$ cat src/rtl/cordic_pkg.sv
// Shared definitions for the CORDIC rotation sequencer: state encoding and
// default build parameters.
package cordic_pkg;

    localparam int N_ITER_DEF = 24;
    localparam int ADDR_W_DEF = 5;

    typedef enum logic [2:0] {
        S_IDLE   = 3'd0,
        S_LOAD   = 3'd1,
        S_FETCH  = 3'd2,
        S_UPDATE = 3'd3,
        S_DONE   = 3'd4
    } state_e;

    // Busy spans the angle load and every fetch/update pair, but not DONE.
    function automatic logic state_busy(input state_e st);
        return (st == S_LOAD) || (st == S_FETCH) || (st == S_UPDATE);
    endfunction

endpackage

$ cat src/rtl/cordic_iter_cnt.sv
// Micro-rotation index counter: synchronous clear, saturating increment and a
// terminal-count flag on the last rotation.
module cordic_iter_cnt
    import cordic_pkg::*;
#(
    parameter int N_ITER = N_ITER_DEF,
    parameter int ADDR_W = ADDR_W_DEF
) (
    input  logic              clk,
    input  logic              reset,
    input  logic              clr,
    input  logic              inc,
    output logic [ADDR_W-1:0] iter,
    output logic              tc
);

    localparam logic [ADDR_W-1:0] LAST = ADDR_W'(N_ITER - 1);

    logic [ADDR_W-1:0] iter_q;
    logic [ADDR_W-1:0] iter_d;

    assign tc = (iter_q == LAST);

    // Increment is blocked at terminal count so the index can never wrap.
    always_comb begin
        iter_d = iter_q;
        if (clr) begin
            iter_d = '0;
        end else if (inc && !tc) begin
            iter_d = iter_q + ADDR_W'(1);
        end
    end

    always_ff @(posedge clk or negedge reset) begin
        if (!reset) begin
            iter_q <= '0;
        end else begin
            iter_q <= iter_d;
        end
    end

    assign iter = iter_q;

endmodule

$ cat src/rtl/cordic_ctrl.sv
// CORDIC angle-mode sequencer: loads an angle, then runs N_ITER fetch/update
// pairs steering the z datapath, arctan register and rotation direction.
//
// state  | meaning
// IDLE   | waiting for start, all controls low
// LOAD   | z datapath takes the external angle
// FETCH  | arctan register loads ROM[iter]
// UPDATE | z datapath commits add/sub, direction from residue sign
// DONE   | one-cycle done pulse, results final
module cordic_ctrl
    import cordic_pkg::*;
#(
    parameter int N_ITER = N_ITER_DEF,
    parameter int ADDR_W = ADDR_W_DEF
) (
    input  logic              clk,
    input  logic              reset,
    input  logic              start,
    input  logic              abort,
    input  logic              z_sign,
    output logic              z_Sel,
    output logic              z_En,
    output logic              I_Sel,
    output logic              s,
    output logic [ADDR_W-1:0] iter,
    output logic              busy,
    output logic              done
);

    state_e state_q;
    state_e state_d;
    logic   cnt_clr;
    logic   cnt_inc;
    logic   cnt_tc;

    cordic_iter_cnt #(
        .N_ITER (N_ITER),
        .ADDR_W (ADDR_W)
    ) u_iter_cnt (
        .clk   (clk),
        .reset (reset),
        .clr   (cnt_clr),
        .inc   (cnt_inc),
        .iter  (iter),
        .tc    (cnt_tc)
    );

    always_comb begin
        state_d = state_q;
        cnt_clr = 1'b0;
        cnt_inc = 1'b0;
        case (state_q)
            S_IDLE: begin
                cnt_clr = 1'b1;
                if (start) begin
                    state_d = S_LOAD;
                end
            end
            S_LOAD: begin
                state_d = S_FETCH;
            end
            S_FETCH: begin
                state_d = S_UPDATE;
            end
            S_UPDATE: begin
                if (cnt_tc) begin
                    state_d = S_DONE;
                end else begin
                    cnt_inc = 1'b1;
                    state_d = S_FETCH;
                end
            end
            S_DONE: begin
                cnt_clr = 1'b1;
                state_d = S_IDLE;
            end
            default: begin
                cnt_clr = 1'b1;
                state_d = S_IDLE;
            end
        endcase

        // Abort overrides every transition, including the final UPDATE->DONE.
        if (abort && (state_q != S_IDLE)) begin
            state_d = S_IDLE;
            cnt_clr = 1'b1;
            cnt_inc = 1'b0;
        end
    end

    always_ff @(posedge clk or negedge reset) begin
        if (!reset) begin
            state_q <= S_IDLE;
        end else begin
            state_q <= state_d;
        end
    end

    // Outputs decode the state register only; the direction bit follows the
    // live residue sign during UPDATE.
    assign z_Sel = (state_q == S_LOAD);
    assign I_Sel = (state_q == S_FETCH);
    assign z_En  = (state_q == S_UPDATE);
    assign s     = (state_q == S_UPDATE) && z_sign;
    assign busy  = state_busy(state_q);
    assign done  = (state_q == S_DONE);

endmodule

$ cat config.mk
export PLATFORM = sky130hd
export DESIGN_NAME = cordic_ctrl
export DESIGN_NICKNAME = d
export VERILOG_FILES = /design/src/rtl/cordic_pkg.sv /design/src/rtl/cordic_iter_cnt.sv /design/src/rtl/cordic_ctrl.sv
export SDC_FILE = /design/constraint.sdc
export NUM_CORES = 1
export LEC_CHECK = 0
export CORE_MARGIN = 2
export CORE_UTILIZATION = 30
export CTS_CLUSTER_DIAMETER = 40
export DETAILED_ROUTE_END_ITERATION = 6
export PLACE_DENSITY = 0.59
export SETUP_SLACK_MARGIN = 0.2
export SLEW_MARGIN = 20
export SYNTH_ARGS = -nofsm -noshare
export SYNTH_HDL_FRONTEND = slang
export SYNTH_HIERARCHICAL = 1
export SYNTH_SLANG_ARGS = --single-unit
$ cat constraint.sdc
create_clock -name clk -period 3.5 [get_ports clk]
set_clock_uncertainty 0.15 [all_clocks]
set_input_delay 0.7 -clock clk [delete_from_list [all_inputs] [get_ports clk]]
set_output_delay 0.7 -clock clk [all_outputs]
set_load 0.05 [all_outputs]
After elaboration in Yosys (flattened, before gate mapping)
Index checks and enable logic that the tools add are counted.
Widths: inputs -> output; s select.
Word-level totals
  bits in registers: 8
  input port bits: 5
Cells by class
  $add $sub $neg: 1
  eq/ne operators: 6
  mux-type cells: 11
  reduce and logical (&&, ||, !) cells: 10
Operator list (count)
  $pmux 3 s4: 1
  $mux 5: 2
  $mux 3: 3
  $eq 3x2->1 const B: 2
  $add 5x1->5 const B: 1
  $eq 5x5->1 const B: 1
  $mux 1: 5
  $eq 3x1->1 const B: 1
  $eq 3x3->1 const B: 1
  $logic_and 1x1->1: 3
  $logic_not 3->1: 1
  $ne 3x3->1 const B: 1
  $reduce_bool 3->1: 1
  $reduce_or 3->1: 1
  $logic_or 1x1->1: 2
  $reduce_bool 2->1: 1
  $logic_not 1->1: 1

Logic depth before layout (Yosys ltp)
  depth in word-level cells: 7
  depth in mapped cells: 7
  mapped depth without buffers: 7

Hierarchy
Netlist, hierarchy kept.
Modules (own cells, without submodules)
  cordic_iter_cnt: times used 1, cells an instance 27, area an instance 256.5 sq um, sequential area each 125.1 sq um
  cordic_ctrl: times used 1, cells an instance 20, area an instance 183.9 sq um, sequential area each 75.1 sq um

Worst setup path after synthesis
OpenSTA, ideal clock, no wires.
  path type: input-to-output
  start point: in z_sign
  end point: out s
  arrival: 1846 ps
  path slack: 804 ps
  stages on the path: 1
  path through: nor3b_1
On the way
  longest elaborated chain between the ends: 1
Ends and longest elaborated chain
  start: declaration: RTL line cordic_ctrl.sv:20  | input logic z_sign,
  $logic_and 1x1->1: RTL line cordic_ctrl.sv:104  | assign s = (state_q == S_UPDATE) && z_sign;
  end: declaration: RTL line cordic_ctrl.sv:24  | output logic s,
Every way passes these cells.

Final worst setup path
Ends and elaborated chain as after synthesis.

==> flow_summary_export.csv <==
group,metric,value,unit
sta,period_needed,2.993,ns
cells_and_area,layoutNonFillerInstCount,80,
cts,cts_setup_buffers,0,
setup_path,reg2reg_setup_slack,1.34,ns
floorplanning,dieHeight,42.32,um
cts,h-tree-depth,1,
sta,setup_tns,0,ns
global_route,grt_pass1_vias,412,
setup_path,critPathMaxFanout,1,
cells_and_area,drive_gt1_share,10.77,%
cts,cts_root_buffer,"clkbuf_4",
cells_and_area,fill_cells,140,
cts,cts_resized,0,
setup_path,endpoint_kind,"output port",
cells_and_area,area_growth,44.03,%
cts,cts_hold_buf,0,
drt,drc,0,
sta,max_freq,334.1,MHz
sta,relSlewSlack,66.04,%
sta,setup_viol,0,
floorplanning,die_w,42.32,um
setup_path,worst_ep_required_time,2.65,ns
setup_path,worst_setup_path_start_kind,"primary input",
setup_path,endpoint,"s",
synthesis,ys_warn_count,6,
global_route,overflow,0,
cells_and_area,final-seq-area,200.2,sq um
cts,numCtsBuffers,3,
floorplanning,ioPinCount,16,
synthesis,synth_area_leaders,"dfrtp_1 45%, nor2_1 5.1%, nor3b_1 5.1%, nand2b_1 4.3%, a21oi_1 3.4%",
power_and_ir_drop,power_frac_comb,29.6,%
floorplanning,core_area,1334,sq um
global_route,grt_pass1_wl,1787,um
cts,cts_tree,"done",
synthesis,avgSynthCellArea,9.371,sq um
power_and_ir_drop,seq_power_share,41.2,%
drt,vias,421,
global_route,grt_max_degree,12,
setup_path,startpoint,"z_sign",
power_and_ir_drop,peakVddDrop,242.9,uV
setup_path,worst-setup-path-type,"in2out",
power_and_ir_drop,swShare,34.82,%
global_route,grtUsageTotal,13.73,%
global_route,antenna_found_initial,0,
synthesis,synth_top_area_share,45.45,%
cts,clk_latency,0.26,ns
setup_path,r2r_cells,8,
drt,dr.pass1.iters,2,
placed_design,place_congestion,0.6492,
cts,clockBufferDepth,2,
sta,finalCritPeriodShare,85.52,%
synthesis,synthCells,47,
sta,tightest_slew,0.5078,ns
sta,finalHoldViolations,0,
power_and_ir_drop,p_leak,0.2792,nW
sta,timing_max_transition_violations_final,0,
synthesis,synth_area_leader_cell,"dfrtp_1",
synthesis,netlist_area,440.4,sq um
setup_path,timing.rr.start,"u_iter_cnt/iter[0]",
synthesis,synth-seq-cells,8,
cts,cts.sinks,8,
sta,rsz0062_at_grt,"no",
cells_and_area,antenna_cells,0,
drt,vias_per_cell,5.263,
placed_design,dp_hpwl,697,um
synthesis,yosysUniqueCellTypes,23,
placed_design,io_buffers,15,
drt,wirelength,981,um
synthesis,synth_nets,53,
flow_run,drv_cap,0,
drt,drtAntennaViolNets,0,
drt,wl_per_cell,12.26,um
floorplanning,rows,13,
placed_design,dpl.cell_count,77,
setup_path,critPathArrivalTime,2.14,ns
power_and_ir_drop,switchingPower,86.58,uW
cells_and_area,multiInputGateArea,227.7,sq um
drt,drt_first_iter_violations,4,
setup_path,r2r_end,"u_iter_cnt/iter[0]",
power_and_ir_drop,pwr-share-clk,29.2,%
cts,clk_pin_slew_worst_paths,0.05,ns
floorplanning,start_util,33.02,%
status,status,"finished, final reports clean",
cells_and_area,nNetsFinal,73,
synthesis,seq_area_frac_synth,45.45,%
power_and_ir_drop,power_density,392.0,nW/um^2
power_and_ir_drop,internal-power,162.1,uW
floorplanning,dieArea,1791,sq um
hold_path,hp-class,"reg2reg",
-- stage by stage --
| stage | setup slack, ns | power (mW) | util (%) | hold WS [ns] | instance area [sq um] |
|---|---|---|---|---|---|
| floorplan | 0.8044 | 0.1495 | - | 0.2544 | 440.4 |
| global placement | 0.5175 | 0.1772 | 45.87 | 0.3731 | 611.8 |
| detailed placement | 0.4953 | 0.1784 | 45.87 | 0.3994 | 611.8 |
| CTS | 0.5006 | 0.2542 | 47.56 | 0.4059 | 634.4 |
| global route | 0.4294 | 0.2627 | 47.56 | 0.4598 | 634.4 |
| finish | 0.5068 | 0.2487 | 47.56 | 0.4056 | 634.4 |
-- state kept, by name, indices dropped and copies added, names as in the netlist --
register         flops
state_q              3
u_iter_cnt/iter      5
-- synthesized netlist by cell type, drive strengths merged --
cell / n
nor4b: 1
and2: 1
nor2: 6
nand3: 2
nand4: 2
o21ai: 2
nand2b: 3
a21oi: 3
or4: 1
and3: 1
buf: 1
dfrtp: 8
nor3: 1
ha: 1
nor4: 2
or3: 2
xor2: 1
nor3b: 3
inv: 2
nand2: 2
nand4b: 1
a211oi: 1
-- worst min path at each step --
| stage | startpoint | endpoint | slack (ns) | cells after the start |
|---|---|---|---|---|
| after floorplan | reset | state_q[0] | 0.25 | 0 |
| after global placement | state_q[0] | state_q[0] | 0.37 | 1 |
| after detailed placement | state_q[0] | state_q[0] | 0.40 | 1 |
| after CTS | state_q[0] | state_q[0] | 0.41 | 1 |
| after global routing | state_q[0] | state_q[0] | 0.46 | 1 |
| final | state_q[0] | state_q[0] | 0.41 | 1 |
-- critical path: stages --
cell             delay [ns]
clkdlybuf4s50_1        0.45
nor3b_1                0.17
clkdlybuf4s50_1        0.83
-- power by group through the flow --
stage	Combinational, mW	Sequential (mW)	Clock [mW]
finish	0.0737	0.102	0.0726
global route	0.0785	0.104	0.0800
CTS	0.0747	0.102	0.0771
detailed placement	0.0744	0.104	0
global placement	0.0730	0.104	0
floorplan	0.0460	0.103	0
-- layer usage --
layer / wire length [um] / global-route usage (%) / vias up
li1: - / - / 207
met1: 444 / 14.40 / 192
met2: 415 / 21.85 / 19
met3: 112 / 8.621 / 3
met4: 8 / 5.625 / 0
met5: 0 / 0 / -
-- layout make-up --
class,count,area share (%)
Timing Repair Buffer,16,24.85
Multi-Input combinational cell,36,35.90
Clock buffer,3,3.550
Inverter,2,1.183
Sequential cell,8,31.56
Tap cell,15,2.959
-- cell usage in the layout (no fill, tap or decap) --
cell type,n
xor2_1,1
nor3b_1,3
nor3_1,1
nor2_1,6
nor4b_2,1
inv_2,1
nand2_1,2
clkbuf_4,3
o21ai_0,2
clkdlybuf4s50_1,15
dfrtp_1,8
nand2b_1,3
and2_1,1
and3_1,1
nand3_1,2
a21oi_1,3
nor4_1,2
nand4_1,2
nand4b_2,1
buf_4,1
or4_1,1
a211oi_1,1
or3_1,2
ha_1,1
inv_1,1
-- logic make-up (layout without fill, tap and decap cells) --
family / Yosys count / in the layout / share of synthesized area, %
fa+ha+maj: 1 / 1 / 2.840
simple gates: 28 / 28 / 39.49
buf+inv: 3 / 21 / 2.838
compound gates: 6 / 6 / 7.386
xor+xnor: 1 / 1 / 1.989
flops: 8 / 8 / 45.45
Power figures use the tool's default switching activity.
